===== src/rtl/serdes_deser_rx.sv =====
// serdes_deser_rx: strobed serial-to-parallel receiver.
// A frame is one start bit (0), DATA_W payload bits sent LSB first, an
// optional parity bit and one stop bit (1). Each bit occupies one ser_en
// strobe. Good frames are handed to the consumer with a valid/ack handshake.
//
// Ports
//   clk, rst_n   : clock, asynchronous active-low reset
//   ser_in       : serial line (idle high), sampled only when ser_en=1
//   ser_en       : bit strobe
//   par_en       : parity bit present (latched at the start bit)
//   data_ack     : consumer acknowledge of the held word
//   data_out     : last good payload word
//   data_valid   : data_out holds an unacknowledged word
//   parity_err   : parity status of the word in data_out
//   frame_err    : one-cycle pulse on a stop bit sampled as 0
//   overrun      : sticky, an unacknowledged word was overwritten
//   busy         : receiver FSM is not idle
module serdes_deser_rx #(
    parameter int unsigned DATA_W     = 8,
    parameter int unsigned PARITY_ODD = 0
) (
    input  logic              clk,
    input  logic              rst_n,
    input  logic              ser_in,
    input  logic              ser_en,
    input  logic              par_en,
    input  logic              data_ack,
    output logic [DATA_W-1:0] data_out,
    output logic              data_valid,
    output logic              parity_err,
    output logic              frame_err,
    output logic              overrun,
    output logic              busy
);

    localparam int unsigned CNT_W = $clog2(DATA_W) + 1;
    localparam logic        P_ODD = (PARITY_ODD != 0);

    typedef enum logic [2:0] {
        IDLE   = 3'd0,
        DATA   = 3'd1,
        PARITY = 3'd2,
        STOP   = 3'd3,
        BREAK  = 3'd4
    } state_t;

    state_t              r_state;
    state_t              w_state_nxt;
    logic [CNT_W-1:0]    r_bit_cnt;
    logic [CNT_W-1:0]    w_bit_cnt_nxt;
    logic [DATA_W-1:0]   r_shift;
    logic [DATA_W-1:0]   w_shift_nxt;
    logic                r_par_lat;
    logic                w_par_lat_nxt;
    logic                r_par_flag;
    logic                w_par_flag_nxt;
    // A good stop bit arms a one-cycle-delayed load of the output word.
    logic                r_load;
    logic                w_load_nxt;
    logic                r_pend_perr;
    logic                w_pend_perr_nxt;

    logic [DATA_W-1:0]   r_data_out;
    logic [DATA_W-1:0]   w_data_out_nxt;
    logic                r_data_valid;
    logic                w_data_valid_nxt;
    logic                r_parity_err;
    logic                w_parity_err_nxt;
    logic                r_frame_err;
    logic                w_frame_err_nxt;
    logic                r_overrun;
    logic                w_overrun_nxt;
    logic                r_busy;
    logic                w_busy_nxt;

    // State and datapath registers.
    always_ff @(posedge clk or negedge rst_n) begin
        if (!rst_n) begin
            r_state      <= IDLE;
            r_bit_cnt    <= '0;
            r_shift      <= '0;
            r_par_lat    <= 1'b0;
            r_par_flag   <= 1'b0;
            r_load       <= 1'b0;
            r_pend_perr  <= 1'b0;
            r_data_out   <= '0;
            r_data_valid <= 1'b0;
            r_parity_err <= 1'b0;
            r_frame_err  <= 1'b0;
            r_overrun    <= 1'b0;
            r_busy       <= 1'b0;
        end else begin
            r_state      <= w_state_nxt;
            r_bit_cnt    <= w_bit_cnt_nxt;
            r_shift      <= w_shift_nxt;
            r_par_lat    <= w_par_lat_nxt;
            r_par_flag   <= w_par_flag_nxt;
            r_load       <= w_load_nxt;
            r_pend_perr  <= w_pend_perr_nxt;
            r_data_out   <= w_data_out_nxt;
            r_data_valid <= w_data_valid_nxt;
            r_parity_err <= w_parity_err_nxt;
            r_frame_err  <= w_frame_err_nxt;
            r_overrun    <= w_overrun_nxt;
            r_busy       <= w_busy_nxt;
        end
    end

    // Next-state and frame assembly; everything holds without a strobe.
    always_comb begin
        w_state_nxt     = r_state;
        w_bit_cnt_nxt   = r_bit_cnt;
        w_shift_nxt     = r_shift;
        w_par_lat_nxt   = r_par_lat;
        w_par_flag_nxt  = r_par_flag;
        w_load_nxt      = 1'b0;
        w_pend_perr_nxt = r_pend_perr;
        w_frame_err_nxt = 1'b0;

        if (ser_en) begin
            case (r_state)
                IDLE: begin
                    if (!ser_in) begin
                        w_state_nxt    = DATA;
                        w_bit_cnt_nxt  = '0;
                        w_par_lat_nxt  = par_en;
                        w_par_flag_nxt = 1'b0;
                    end
                end
                DATA: begin
                    // LSB-first: each new bit enters at the MSB and moves down.
                    w_shift_nxt   = {ser_in, r_shift[DATA_W-1:1]};
                    w_bit_cnt_nxt = r_bit_cnt + CNT_W'(1);
                    if (r_bit_cnt == CNT_W'(DATA_W - 1)) begin
                        w_state_nxt = r_par_lat ? PARITY : STOP;
                    end
                end
                PARITY: begin
                    w_par_flag_nxt = ((^r_shift) ^ ser_in) != P_ODD;
                    w_state_nxt    = STOP;
                end
                STOP: begin
                    if (ser_in) begin
                        w_load_nxt      = 1'b1;
                        w_pend_perr_nxt = r_par_lat & r_par_flag;
                        w_state_nxt     = IDLE;
                    end else begin
                        w_frame_err_nxt = 1'b1;
                        w_state_nxt     = BREAK;
                    end
                end
                BREAK: begin
                    if (ser_in) begin
                        w_state_nxt = IDLE;
                    end
                end
                default: begin
                    w_state_nxt = IDLE;
                end
            endcase
        end

        w_busy_nxt = (w_state_nxt != IDLE);
    end

    // Output word and consumer handshake.
    always_comb begin
        w_data_out_nxt   = r_data_out;
        w_data_valid_nxt = r_data_valid;
        w_parity_err_nxt = r_parity_err;
        w_overrun_nxt    = r_overrun;

        if (r_load) begin
            // Shift register is untouched in IDLE, so it still holds the payload.
            w_data_out_nxt   = r_shift;
            w_data_valid_nxt = 1'b1;
            w_parity_err_nxt = r_pend_perr;
            w_overrun_nxt    = r_data_valid & ~data_ack;
        end else if (data_ack && r_data_valid) begin
            w_data_valid_nxt = 1'b0;
            w_overrun_nxt    = 1'b0;
        end
    end

    assign data_out   = r_data_out;
    assign data_valid = r_data_valid;
    assign parity_err = r_parity_err;
    assign frame_err  = r_frame_err;
    assign overrun    = r_overrun;
    assign busy       = r_busy;

endmodule

===== config.mk =====
export PLATFORM = sky130hd
export DESIGN_NAME = serdes_deser_rx
export DESIGN_NICKNAME = d
export VERILOG_FILES = /design/src/rtl/serdes_deser_rx.sv
export SDC_FILE = /design/constraint.sdc
export NUM_CORES = 1
export LEC_CHECK = 0
export ABC_CLOCK_PERIOD_IN_PS = 2500
export CORE_MARGIN = 1.5
export CORE_UTILIZATION = 57
export DETAILED_ROUTE_END_ITERATION = 8
export GPL_ROUTABILITY_DRIVEN = 0
export PLACE_DENSITY_LB_ADDON = 0.08
export SYNTH_ARGS = -nofsm -noshare
export SYNTH_HDL_FRONTEND = slang
export SYNTH_SLANG_ARGS = --single-unit

===== constraint.sdc =====
create_clock -name clk -period 2.5 [get_ports clk]
set_input_delay 0.375 -clock clk [delete_from_list [all_inputs] [get_ports clk]]
set_output_delay 0.375 -clock clk [all_outputs]
set_load 0.02 [all_outputs]

==> results of run 1 <==
report_power, final:
group          internal [mW]  total (mW)  switching [mW]  leakage, nW
Clock                  0.103       0.255           0.151       0.0281
Sequential             0.707       0.874           0.167        0.413
Combinational          0.419       0.788           0.369        0.351
per-layer routing:
layer | global-route usage [%] | wire (um) | vias to the layer above | part of all wire (%)
met3 | 6.32 | 95 | 5 | 4.1
met2 | 31.4 | 1050 | 18 | 46
li1 | - | - | 442 | -
met4 | 11.8 | 39 | 0 | 1.7
met1 | 27.0 | 1110 | 428 | 48
met5 | 0 | 0 | - | 0
worst paths after layout:
kind                                end  slack (ns)  cells after the start          from
setup / recovery           r_bit_cnt[0]        0.80                      5        ser_en
hold / removal                     busy        0.43                      2         rst_n
setup reg to reg                   busy        0.80                      5  r_bit_cnt[0]
hold reg to reg                 overrun        0.50                      1    data_valid
max in group asynchronous  r_bit_cnt[2]        1.78                      2         rst_n
min in group clk                overrun        0.50                      1    data_valid
layout make-up:
cell class | instances | area (sq um)
Clock buffer | 6 | 41.3
Clock inverter | 1 | 5.00
Fill cell | 168 | 609
Inverter | 3 | 11.3
Multi-Input combinational cell | 79 | 543
Sequential cell | 32 | 801
Tap cell | 28 | 35.0
Timing Repair Buffer | 19 | 188
cell usage in the layout (no fill, tap or decap), types with 2 or more instances in the layout:
cell type	instances
nand3_1	3
a21o_1	2
clkbuf_4	5
o21ai_1	3
clkdlybuf4s50_1	18
xnor2_1	4
nor2b_1	2
dfrtp_1	32
nand2_1	28
xor2_1	4
inv_1	3
nand2b_1	2
a21oi_1	3
mux2_2	9
flip-flops by register name, indices dropped and copies added (netlist names):
register     count
data_out         8
r_shift          8
r_bit_cnt        4
r_state          3
busy             1
data_valid       1
frame_err        1
overrun          1
parity_err       1
r_load           1
r_par_flag       1
r_par_lat        1
r_pend_perr      1
synth_stat cells (all sizes together) (2+ instances only):
cell	number
a21oi	3
clkbuf	2
inv	3
a21o	2
o21ai	4
dfrtp	32
xor2	4
nor2b	3
nand2	29
nand2b	2
xnor2	4
mux2	10
nand3	3
logic make-up (layout without fill, tap and decap cells):
| family | after synthesis | count (layout) |
|---|---|---|
| AO/OA/AOI/OAI | 13 | 13 |
| flip-flops | 32 | 32 |
| buffers and inverters | 6 | 29 |
| AND/OR/NAND/NOR | 45 | 45 |
| adder cells (fa/ha/maj) | 1 | 1 |
| XOR/XNOR | 9 | 9 |
| multiplexers | 11 | 11 |
critical path: stages:
cell             delay (ns)
clkdlybuf4s50_1        0.54
nor2b_1                0.43
nand2_1                0.32
nand3_1                0.16
o21ai_1                0.07
==> out/qor.txt, run 1 <==
outcome - finished clean
final setup TNS - 0 ns
Initial Util - 61.5%
async set-reset flop share out of synthesis - 100%
Setup Skew - 0.00948 ns
dpl hpwl - 1.65 mm
xor/xnor cell area share of the yosys netlist - 6.74%
number of enable flip-flop cells after synthesis - 0
Setup crit start kind - input pin
H-tree Lvls - 2
dpl cells - 161
Fmax - 589 MHz
CP Class - input pin to register
synthesized area per cell - 11.7 sq um
Synth area leaders - dfrtp_1, nand2_1, mux2_2, xnor2_1, xor2_1
Std-Cell Rows - 17
initial drt markers - 4
synthesized area - 1370 sq um
Worst EP required - 2.70 ns
via count - 893
Seq cells post-synth - 32
Period Utilization, post-route - 67.9%
Primary FF master, synth - dfrtp_1
largest family of logic cells by synthesized area - simple AND/OR/NAND/NOR gates
Final Cell Area - 1620 sq um
vias in the first global route - 864
relative slew slack - 68.8%
RSZ-0062 raised after global routing - no
endpoints failing hold - 0
Synth area leader - dfrtp_1
DRT antenna net count - 0
Distinct cells, synth - 33
total congestion overflow - 0
compound-cell area share of the yosys netlist - 5.92%
setup ws final - 0.803 ns
first-pass GRT wire length - 3.91 mm
hold_buf cts - 0
total die area - 2710 sq um
worst path arrival time - 1.90 ns
fin cells - 168
TritonCTS Buffers - 5
All-Layer GR Usage - 21.0%
Crit. End Element - register
hold_ws - 0.432 ns
Synthesized Nets - 124
Synth warnings - 0
Yosys top cell area share - 58.3%
Area growth, synth to finish - 18.2%
Adder-Cell Fraction of Synth Area - 0.911%
Antenna Cells - 0
largest net degree at the start of global routing - 33
share of layout cells above drive strength 1 - 15.0%
synthesized instance count - 117
Worst Max-Slew Pin Slew - 0.467 ns
final net count - 147
antenna violations before repair - 0
Post-CTS Setup Bufs - 0
Post-Place Worst Slack - 0.484 ns
Max Cap Viol - 0
Clock Path Buffers - 2
IO Port Bufs - 18
Root Buffer - clkbuf_4
# DRC - 0
Slew Viols, Final - 0
drt first pass iters - 3
Setup-failing EPs final - 0
Core Area - 2230 sq um
Leakage - 0.791 nW
Post-CTS Resized - 0
TritonCTS sink count - 32
Crit Path Max Fanout - 10
post-synthesis sequential area ratio - 58.3%
routed vias/inst - 5.32
total power per unit cell area - 1180 nW/um^2
Routed WL per cell - 13.6 um
Placed Area - 1580 sq um
TritonCTS clock tree - done
Die Span Y - 52.1 um
fin crit period - 1.70 ns
VDD IR max - 0.732 mV
Skew-Pair Late Insertion Delay - 0.32 ns
Tot Pwr - 1.92 mW
Final Routed Wirelength - 2.29 mm
min-delay worst type - input pin to asynchronous set/reset pin
Post-Synth Simple-Gate Area - 17.0%
mux contribution to synthesized area - 8.93%
Ports - 19
Final Util - 72.7%
Die X-Extent - 52.1 um
clock-pin transition on the worst setup and hold timing paths - 0.09 ns
Power figures use the tool's default switching activity.
==> inputs of run 2 (changes only) <==
ABC_CLOCK_PERIOD_IN_PS = 1400   (was 2500)
CORE_UTILIZATION = 47   (was 57)
clock period = 1.4 ns   (was 2.5 ns; I/O delays follow)
==> run 2 against run 1 <==
The run now ends with setup timing left; sequential power up 75%; worst setup slack worse by 0.91 ns; count of clock-buffer cells in the layout unchanged; cell area up 12%; via count up 8.6%; utilization down 6.7 points; sequential share of layout area down 5.3 points; non-clock buffer count up 19.
==> out/qor.txt, run 2 (same netlist as run 1, synthesis figures left out) <==
outcome - finished with violations
failing checks - setup timing
routed vias/inst - 5.08 (-4.5%)
vias in the first global route - 1037 (+20%)
Routed WL per cell - 13.4 um (-1.8%)
final setup TNS - -0.104 ns (-0.104 ns)
Fmax - 665 MHz
fin cells - 191 (+14%)
Antenna Cells - 0 (unchanged)
Ports - 19 (unchanged)
Initial Util - 49.8% (-12 points)
drt first pass iters - 3 (unchanged)
FF-to-FF Start - r_bit_cnt[1]
total die area - 3260 sq um (+20%)
All-Layer GR Usage - 18.0% (-3.0 points)
hold_buf cts - 0 (unchanged)
clock-pin transition on the worst setup and hold timing paths - 0.09 ns (about the same)
Worst Setup EP - busy
Core Area - 2760 sq um (+23%)
Crit Path Max Fanout - 2 (-8)
dpl cells - 181 (+12%)
VDD IR max - 1.51 mV (+110%)
largest net degree at the start of global routing - 33 (unchanged)
via count - 970 (+8.6%)
Clock Path Buffers - 2 (unchanged)
Area growth, synth to finish - 32.6%
Leakage - 0.954 nW (+21%)
IO Port Bufs - 18 (unchanged)
relative slew slack - 70.2% (+1.4 points)
Worst Max-Slew Pin Slew - 0.447 ns (-0.0204 ns)
TritonCTS clock tree - done
hold_ws - 0.248 ns (-0.185 ns)
CP max stage delay - 0.39 ns (-0.15 ns)
critical path startpoint - r_bit_cnt[1]
Skew-Pair Late Insertion Delay - 0.32 ns (about the same)
dpl hpwl - 1.81 mm (+9.4%)
antenna violations before repair - 0 (unchanged)
first-pass GRT wire length - 4.43 mm (+13%)
CP Class - register to register
# DRC - 0 (unchanged)
fin crit period - 1.50 ns
Setup-failing EPs final - 1 (+1)
Die Span Y - 57.1 um (+9.5%)
H-tree Lvls - 2 (unchanged)
TritonCTS Buffers - 5 (unchanged)
endpoints failing hold - 0 (unchanged)
Max Cap Viol - 0 (unchanged)
commonest non-fill, non-tap cell in the layout - dfrtp_1
RSZ-0062 raised after global routing - yes
CP Cell Sequence - ha_2, and3b_2, a21bo_1, o2111ai_2, or3_1
Crit. End Element - register
Slew Viols, Final - 0 (unchanged)
Setup crit start kind - register
initial drt markers - 15 (+11)
critical path's slowest cell - or3_1
FF-to-FF End - busy
FF-to-FF path depth - 5 (unchanged)
Std-Cell Rows - 19 (+2)
Period Utilization, post-route - 107%
total congestion overflow - 0 (unchanged)
Die X-Extent - 57.1 um (+9.5%)
setup ws final - -0.104 ns (-0.906 ns)
final net count - 166 (+13%)
total power per unit cell area - 2130 nW/um^2 (+80%)
share of layout cells above drive strength 1 - 29.4% (+14 points)
FF-to-FF setup slack - -0.10 ns (-0.91 ns)
Setup Skew - 0.00591 ns (-0.00357 ns)
TritonCTS sink count - 32 (unchanged)
Root Buffer - clkbuf_4
worst path arrival time - 1.69 ns (-0.21 ns)
Fillers - 220 (+31%)
most frequent cells in the layout - dfrtp_1, nand2_1, buf_4
Final Routed Wirelength - 2.56 mm (+12%)
Worst EP required - 1.59 ns (-1.11 ns)
min-delay worst type - input pin to asynchronous set/reset pin
DRT antenna net count - 0 (unchanged)
run 2: critical path, delay by kind of cell, from the launching register on:
family / cells / cell delay, ns
simple gates: 2 / 0.59
fa+ha+maj: 1 / 0.18
compound gates: 2 / 0.25
flops: 1 / 0.36
run 2: repair_timing:
action | CTS | global route
pin swaps | 0 | 3
setup endpoints to repair | 23 | 15
setup buffers | 0 | 2
gates resized for setup | 13 | 6
run 2: routing by layer:
layer	vias up	GRT usage, %	routed length [um]
met3	2	5.44	113
met1	475	21.4	1100
met4	0	9.63	21
met5	-	0	0
met2	15	29.4	1330
li1	478	-	-
run 2: final cells by class:
cell class | instances | area, sq um | share of cell area [%]
Clock inverter | 2 | 35.0 | 1.92
Sequential cell | 32 | 802 | 44.0
Timing Repair Buffer | 38 | 330 | 18.1
Tap cell | 31 | 38.8 | 2.13
Multi-Input combinational cell | 79 | 563 | 30.9
Inverter | 3 | 11.3 | 0.618
Clock buffer | 6 | 41.3 | 2.27
run 2: worst min-delay path by stage:
stage	from	to	cells after the start
final	rst_n	busy	2
after global routing	rst_n	r_load	2
after CTS	rst_n	r_shift[0]	2
after detailed placement	data_valid	overrun	1
after global placement	data_valid	overrun	1
after floorplan	rst_n	busy	0
run 2: where the power goes:
group,leakage (nW),switching (mW),total [mW],internal (mW)
combinational,0.501,0.756,1.68,0.921
clock,0.0422,0.293,0.668,0.374
sequential,0.411,0.264,1.53,1.26
run 2: through the flow:
step / area [sq um] / total power [mW] / setup slack, ns / util [%]
4_1_cts: 1780 / 3.82 / -0.0636 / 64.7
3_5_place_dp: 1720 / 3.23 / -0.313 / 62.5
5_1_grt: 1820 / 4.14 / -0.154 / 66.1
3_3_place_gp: 1720 / 3.17 / -0.248 / 62.5
2_1_floorplan: 1380 / 2.51 / 0.0331 / -
6_report: 1820 / 3.87 / -0.104 / 66.1
